$ cat src/rtl/calc_pkg.sv
// rtl/calc_pkg.sv - calculator op-code constants and ALU state encoding
package calc_pkg;

    localparam logic [2:0] CMD_ADD = 3'b000;
    localparam logic [2:0] CMD_SUB = 3'b001;
    localparam logic [2:0] CMD_MUL = 3'b010;
    localparam logic [2:0] CMD_DIV = 3'b011;
    localparam logic [2:0] CMD_MOD = 3'b100;

    localparam logic [1:0] ST_IDLE = 2'd0;
    localparam logic [1:0] ST_RUN  = 2'd1;
    localparam logic [1:0] ST_FIN  = 2'd2;

    function automatic logic is_div_cmd(input logic [2:0] op);
        return (op == CMD_DIV) || (op == CMD_MOD);
    endfunction

endpackage

$ cat src/rtl/calc_seq_div.sv
// rtl/calc_seq_div.sv - restoring divider, one quotient bit per clock, WIDTH steps
module calc_seq_div #(
    parameter int WIDTH = 32
) (
    input  logic             clk,
    input  logic             rst_n,
    input  logic             start,
    input  logic [WIDTH-1:0] dividend,
    input  logic [WIDTH-1:0] divisor,
    output logic [WIDTH-1:0] quotient,
    output logic [WIDTH-1:0] remainder,
    output logic             done
);

    localparam int CW = (WIDTH > 1) ? $clog2(WIDTH) : 1;

    logic [WIDTH-1:0] rem_q, quo_q, dvs_q;
    logic [WIDTH-1:0] src_rem, src_quo, src_dvs;
    logic [WIDTH-1:0] next_rem, next_quo;
    logic [WIDTH:0]   shifted;
    logic             ge;
    logic [CW-1:0]    cnt;
    logic             active;

    // The first step runs on the start edge itself, so the final bit lands WIDTH-1 edges later.
    always_comb begin
        src_rem  = start ? '0 : rem_q;
        src_quo  = start ? dividend : quo_q;
        src_dvs  = start ? divisor : dvs_q;
        shifted  = {src_rem, src_quo[WIDTH-1]};
        ge       = shifted >= {1'b0, src_dvs};
        next_rem = ge ? WIDTH'(shifted - {1'b0, src_dvs}) : shifted[WIDTH-1:0];
        next_quo = {src_quo[WIDTH-2:0], ge};
    end

    always_ff @(posedge clk or negedge rst_n) begin
        if (!rst_n) begin
            rem_q  <= '0;
            quo_q  <= '0;
            dvs_q  <= '0;
            cnt    <= '0;
            active <= 1'b0;
            done   <= 1'b0;
        end else begin
            done <= 1'b0;
            if (start) begin
                rem_q  <= next_rem;
                quo_q  <= next_quo;
                dvs_q  <= divisor;
                cnt    <= CW'(1);
                active <= (WIDTH > 1);
                done   <= (WIDTH == 1);
            end else if (active) begin
                rem_q <= next_rem;
                quo_q <= next_quo;
                cnt   <= cnt + 1'b1;
                if (cnt == CW'(WIDTH - 1)) begin
                    active <= 1'b0;
                    done   <= 1'b1;
                end
            end
        end
    end

    assign quotient  = quo_q;
    assign remainder = rem_q;

endmodule

$ cat src/rtl/calc_alu.sv
// rtl/calc_alu.sv - multi-cycle unsigned ALU; define CALC_ALU_OVF_EN to flag overflow on err
module calc_alu
    import calc_pkg::*;
#(
    parameter int WIDTH = 32
) (
    input  logic             clk,
    input  logic             rst_n,
    input  logic             start,
    input  logic [2:0]       op,
    input  logic [WIDTH-1:0] a,
    input  logic [WIDTH-1:0] b,
    output logic             busy,
    output logic             done,
    output logic [WIDTH-1:0] result,
    output logic             err
);

    localparam int CW = (WIDTH > 1) ? $clog2(WIDTH) : 1;
    localparam logic [CW-1:0] LAST = CW'(WIDTH - 1);
`ifdef CALC_ALU_OVF_EN
    localparam int PW = 2 * WIDTH;
`else
    localparam int PW = WIDTH;
`endif

    logic [1:0]       state;
    logic [CW-1:0]    cnt;
    logic [2:0]       op_q;
    logic [PW-1:0]    mcand, prod, prod_next;
    logic [WIDTH-1:0] mplier;
    logic [WIDTH-1:0] fast_res, quo, rem;
    logic             fast_err, slow, div_start, div_done;

    // Single-cycle results; anything not ADD/SUB that reaches here is illegal or divide-by-zero.
    always_comb begin
        slow     = (op == CMD_MUL) || (is_div_cmd(op) && (b != '0));
        fast_res = '0;
        fast_err = 1'b1;
        case (op)
            CMD_ADD: begin
`ifdef CALC_ALU_OVF_EN
                {fast_err, fast_res} = {1'b0, a} + {1'b0, b};
`else
                fast_res = a + b;
                fast_err = 1'b0;
`endif
            end
            CMD_SUB: begin
                fast_res = a - b;
`ifdef CALC_ALU_OVF_EN
                fast_err = a < b;
`else
                fast_err = 1'b0;
`endif
            end
            default: ;
        endcase
    end

    assign div_start = (state == ST_IDLE) && start && is_div_cmd(op) && (b != '0);
    assign prod_next = prod + (mplier[0] ? mcand : '0);

    calc_seq_div #(.WIDTH(WIDTH)) u_div (
        .clk       (clk),
        .rst_n     (rst_n),
        .start     (div_start),
        .dividend  (a),
        .divisor   (b),
        .quotient  (quo),
        .remainder (rem),
        .done      (div_done)
    );

    always_ff @(posedge clk or negedge rst_n) begin
        if (!rst_n) begin
            state  <= ST_IDLE;
            cnt    <= '0;
            op_q   <= CMD_ADD;
            mcand  <= '0;
            mplier <= '0;
            prod   <= '0;
            result <= '0;
            err    <= 1'b0;
        end else begin
            case (state)
                ST_IDLE: begin
                    if (start) begin
                        op_q   <= op;
                        cnt    <= '0;
                        mcand  <= PW'(a);
                        mplier <= b;
                        prod   <= '0;
                        if (slow) begin
                            state <= ST_RUN;
                        end else begin
                            state  <= ST_FIN;
                            result <= fast_res;
                            err    <= fast_err;
                        end
                    end
                end
                ST_RUN: begin
                    mcand  <= mcand << 1;
                    mplier <= mplier >> 1;
                    prod   <= prod_next;
                    if (cnt == LAST) begin
                        state <= ST_FIN;
                        if (op_q == CMD_MUL) begin
                            result <= prod_next[WIDTH-1:0];
`ifdef CALC_ALU_OVF_EN
                            err <= |prod_next[PW-1:WIDTH];
`else
                            err <= 1'b0;
`endif
                        end else begin
                            result <= div_done ? ((op_q == CMD_MOD) ? rem : quo) : '0;
                            err    <= 1'b0;
                        end
                    end else begin
                        cnt <= cnt + 1'b1;
                    end
                end
                ST_FIN:  state <= ST_IDLE;
                default: state <= ST_IDLE;
            endcase
        end
    end

    assign busy = (state == ST_RUN);
    assign done = (state == ST_FIN);

endmodule

$ cat config.mk
export PLATFORM = sky130hd
export DESIGN_NAME = calc_alu
export DESIGN_NICKNAME = d
export VERILOG_FILES = /design/src/rtl/calc_pkg.sv /design/src/rtl/calc_seq_div.sv /design/src/rtl/calc_alu.sv
export SDC_FILE = /design/constraint.sdc
export NUM_CORES = 1
export LEC_CHECK = 0
export ABC_AREA = 1
export ABC_CLOCK_PERIOD_IN_PS = 4170
export BUFFER_PORTS_ARGS = -buffer_cell sky130_fd_sc_hd__buf_2
export CAP_MARGIN = 20
export CORE_ASPECT_RATIO = 0.7
export CORE_UTILIZATION = 45
export DETAILED_ROUTE_END_ITERATION = 16
export SLEW_MARGIN = 20
export SYNTH_ARGS = -nofsm -noshare
export SYNTH_HDL_FRONTEND = slang
export SYNTH_SLANG_ARGS = --single-unit
export TNS_END_PERCENT = 1
$ cat constraint.sdc
create_clock -name clk -period 4.17 [get_ports clk]
set_input_delay 0.6255 -clock clk [delete_from_list [all_inputs] [get_ports clk]]
set_output_delay 0.6255 -clock clk [all_outputs]
set_load 0.02 [all_outputs]
==> impl_metrics.env <==
export IMPL_worst_slew_pin_transition_ns=1.10
export IMPL_synthCells=2998
export IMPL_final_net_count=3441
export IMPL_share_clk_of_total_power_pct=15.2
export IMPL_rsz0062_at_grt="false"
export IMPL_gr_usage_all_layers_pct=33.9
export IMPL_dp_hpwl_um=59400
export IMPL_yosys_warnings=0
export IMPL_place_ws_ns=-0.112
export IMPL_vdd_drop_max_mv=0.396
export IMPL_share_of_synthesized_area_occupied_by_flip_flops_and_latches_pct=31.4
export IMPL_grt_met3_usage_pct=9.50
export IMPL_achievable_frequency_mhz=257
export IMPL_detailedRoute_firstIterationViolations=2438
export IMPL_grt_start_max_net_pins=81
export IMPL_yosys_register_bits=242
export IMPL_firstDrtPassIters=6
export IMPL_power_leakage_nw=12.5
export IMPL_sequentialPowerShare_pct=24.6
export IMPL_post_drt_via_cell_ratio=5.41
export IMPL_cts_tree="built"
export IMPL_pwr_density_cell_mw_per_mm2=732
export IMPL_ys_flop_type="sky130_fd_sc_hd__dfrtp_1"
export IMPL_clk_sinks=242
export IMPL_cts_buffers_inserted=27
export IMPL_timing_max_slew_rel_slack_pct=26.3
export IMPL_synth_cells_most_frequent="sky130_fd_sc_hd__nand2_1, sky130_fd_sc_hd__inv_1, sky130_fd_sc_hd__nor2_1, sky130_fd_sc_hd__dfrtp_1, sky130_fd_sc_hd__o21ai_0"
export IMPL_layout_worst_path_cycle_share_pct=93.2
export IMPL_grt_antenna_before_repair=2
export IMPL_design_die_area_mm2=0.0437
export IMPL_setup_ws_ns=0.284
export IMPL_yosysTopAreaCell="sky130_fd_sc_hd__dfrtp_1"
export IMPL_initial_utilization_pct=45.6
export IMPL_die_y_um=175
export IMPL_areaGrowthSynthToFinish_pct=18.4
export IMPL_timing_worst_setup_path_type="flip-flop to flip-flop"
export IMPL_max_cap_viol_count=0
export IMPL_worstSkewPairLatency_ns=0.58
export IMPL_asyncSetResetFlopFracSynth_pct=100
export IMPL_synth_top_area_share_pct=31.4
export IMPL_power_switching_mw=7.95
export IMPL_synthDistinctLibCells=47
export IMPL_syn_cell_area_mm2=0.0193
export IMPL_path_clk_slew_ns=0.06
export IMPL_cp_max_fo=38
export IMPL_ant_nets=0
export IMPL_clock_skew_final_ns=0.0274
export IMPL_synth_top_cells_by_area="sky130_fd_sc_hd__dfrtp_1, sky130_fd_sc_hd__nand2_1, sky130_fd_sc_hd__inv_1"
export IMPL_finalWirelength_um=74700
export IMPL_power_combinational_fraction_pct=60.2
export IMPL_worst_setup_path_startpoint="state[1]"
export IMPL_clockRootBuffer="sky130_fd_sc_hd__clkbuf_16"
export IMPL_min_path_type="primary input to async pin"
export IMPL_vias=20800
export IMPL_layer_with_the_highest_usage_after_global_routing="met1"
export IMPL_status="finished, final reports clean"
export IMPL_timing_critical_path_from_type="flip-flop"
export IMPL_synth_edff_count=0
export IMPL_hold_viol_final=0
export IMPL_rows=63
export IMPL_grt_overflow_total=0
export IMPL_grt_util_met1_pct=52.2
export IMPL_post_route_drc_count=0
export IMPL_global_route_wire_length_before_repair_um=113000
export IMPL_fp_dieW_um=250
export IMPL_syn_avg_cell_area_um2=6.44
export IMPL_post_route_cells_drive_above_1_share_pct=14.1
export IMPL_end_kind="flip-flop"
export IMPL_power_switching_fraction_pct=47.5
export IMPL_cts_root_to_sink_buffers=3
export IMPL_r2r_start="state[1]"
export IMPL_post_route_min_period_ns=3.89
export IMPL_total_of_endpoints_with_negative_setup_slack_in_the_final_report=0
export IMPL_design_core_area_mm2=0.0423
export IMPL_portBuffers=104
export IMPL_global_route_usage_met2_pct=46.4
export IMPL_synth_fp_nets=3170
export IMPL_io_pins=105
export IMPL_final_max_slew_viol_count=0
export IMPL_cts_setup_buffers=0
export IMPL_worst_endpoint_arrival_ns=4.33
export IMPL_wire_length_per_cell_um=19.5
export IMPL_internal_power_mw=8.78
export IMPL_synthMostInstantiatedCell="sky130_fd_sc_hd__nand2_1"
export IMPL_first_global_vias=19000
export IMPL_timing_critical_path_required_ns=4.62
export IMPL_ctsHoldBuffers=0
export IMPL_fin_tns_setup_ns=0
export IMPL_antenna_cells=0
export IMPL_place_gp_congestion=1.02
export IMPL_cts_htree_levels=1
-- layer usage --
metal | vias to the layer above | part of all wire [%]
met3 | 81 | 11
met1 | 9668 | 48
met2 | 914 | 39
met4 | 2 | 1.7
met5 | - | 0.011
li1 | 10100 | -
-- logic make-up after synthesis --
kind of cell    count (synthesis)  synth area share [%]
xor+xnor                       57                  2.59
flops                         242                  31.4
simple gates                 1567                  33.7
compound gates                471                  14.2
fa+ha+maj                     102                  6.73
buf+inv                       559                  11.3
-- layout by cell type, fill, tap and decap left out, types with 13 or more instances in the layout --
master / netlist / final
sky130_fd_sc_hd__nand2_1: 964 / 963
sky130_fd_sc_hd__inv_1: 450 / 449
sky130_fd_sc_hd__nor2_1: 259 / 257
sky130_fd_sc_hd__dfrtp_1: 242 / 242
sky130_fd_sc_hd__buf_4: 7 / 233
sky130_fd_sc_hd__o21ai_0: 198 / 198
sky130_fd_sc_hd__nand3_1: 197 / 197
sky130_fd_sc_hd__a21oi_1: 129 / 128
sky130_fd_sc_hd__buf_2: 21 / 103
sky130_fd_sc_hd__ha_1: 99 / 99
sky130_fd_sc_hd__o211ai_1: 83 / 83
sky130_fd_sc_hd__or2_2: 51 / 51
sky130_fd_sc_hd__xor2_1: 41 / 41
sky130_fd_sc_hd__nand4_1: 32 / 32
sky130_fd_sc_hd__clkbuf_16: 0 / 27
sky130_fd_sc_hd__nor3_1: 26 / 25
sky130_fd_sc_hd__xnor2_1: 16 / 16
sky130_fd_sc_hd__o21bai_1: 13 / 13
-- layout make-up --
class | count | area, um^2
fillers | 4384 | 19500
clock inverters | 10 | 141
repair buffers | 343 | 2400
clock buffers | 38 | 757
flip-flops and latches | 242 | 6060
inverters | 457 | 1720
multi-input cells | 2198 | 11100
well taps | 552 | 691
-- per-stage QoR --
step	cells	power, mW	instance area (um^2)	util (%)	hold WS (ns)
2_1_floorplan	2998	10.2	19300	-	0.330
3_3_place_gp	3791	13.9	21900	51.8	0.460
4_1_cts	3839	16.6	22800	53.9	0.0528
6_report	3840	16.7	22900	54.0	0.0127
3_5_place_dp	3791	14.0	21900	51.8	0.461
5_1_grt	3840	18.1	22900	54.0	0.0741
-- flip-flops by register name, summed over array words and instances (netlist names), 2 cells and up --
name / flops
mcand: 32
mplier: 32
u_div.remainder: 32
u_div.dvs_q: 32
state: 2
u_div.cnt: 5
prod: 32
u_div.quotient: 32
op_q: 3
cnt: 5
result: 32
-- path summary, 6_finish.rpt --
path	to	slack, ns	cells after the start
min in group clk	op_q[1]	0.30	3
worst max register to register	u_div.remainder[28]	0.28	23
worst min register to register	result[16]	0.47	2
worst max-delay path	u_div.remainder[28]	0.28	23
worst min-delay path	mplier[8]	0.01	1
max in group asynchronous	u_div.remainder[11]	3.18	2
-- what timing repair did --
action,4_1_cts,5_1_grt
endpoints found under the setup margin,0,33
resized for setup,0,4
hold endpoints to repair,0,0
-- power by group through the flow --
stage | combinational, mW | sequential (mW) | clock (mW)
after floorplan | 6.10 | 4.09 | 0
after global placement | 9.76 | 4.11 | 0
after detailed placement | 9.85 | 4.13 | 0
after CTS | 9.91 | 4.11 | 2.57
after global routing | 11.2 | 4.23 | 2.66
final | 10.1 | 4.12 | 2.54
-- worst max-delay path, cell delays in order, from the launching register on --
cell                       delay [ns]
sky130_fd_sc_hd__dfrtp_1         0.42
sky130_fd_sc_hd__inv_1           0.13
sky130_fd_sc_hd__nand3_2         0.08
sky130_fd_sc_hd__inv_2           0.11
sky130_fd_sc_hd__nand2_2         0.16
sky130_fd_sc_hd__o21bai_4        0.23
sky130_fd_sc_hd__buf_12          0.17
sky130_fd_sc_hd__or2_2           0.29
sky130_fd_sc_hd__o21ai_0         0.18
sky130_fd_sc_hd__ha_1            0.26
sky130_fd_sc_hd__inv_1           0.08
sky130_fd_sc_hd__fa_1            0.39
sky130_fd_sc_hd__nand3_1         0.10
sky130_fd_sc_hd__nand2_1         0.11
sky130_fd_sc_hd__nand3_1         0.10
sky130_fd_sc_hd__nand3_1         0.24
sky130_fd_sc_hd__nand2_1         0.23
sky130_fd_sc_hd__nand2_1         0.09
sky130_fd_sc_hd__nand2_1         0.08
sky130_fd_sc_hd__nand2_1         0.05
sky130_fd_sc_hd__nand2_1         0.06
sky130_fd_sc_hd__nand2_1         0.05
sky130_fd_sc_hd__nand2_1         0.05
sky130_fd_sc_hd__nand2_1         0.06
No activity file was read; power rests on OpenSTA's default activity.
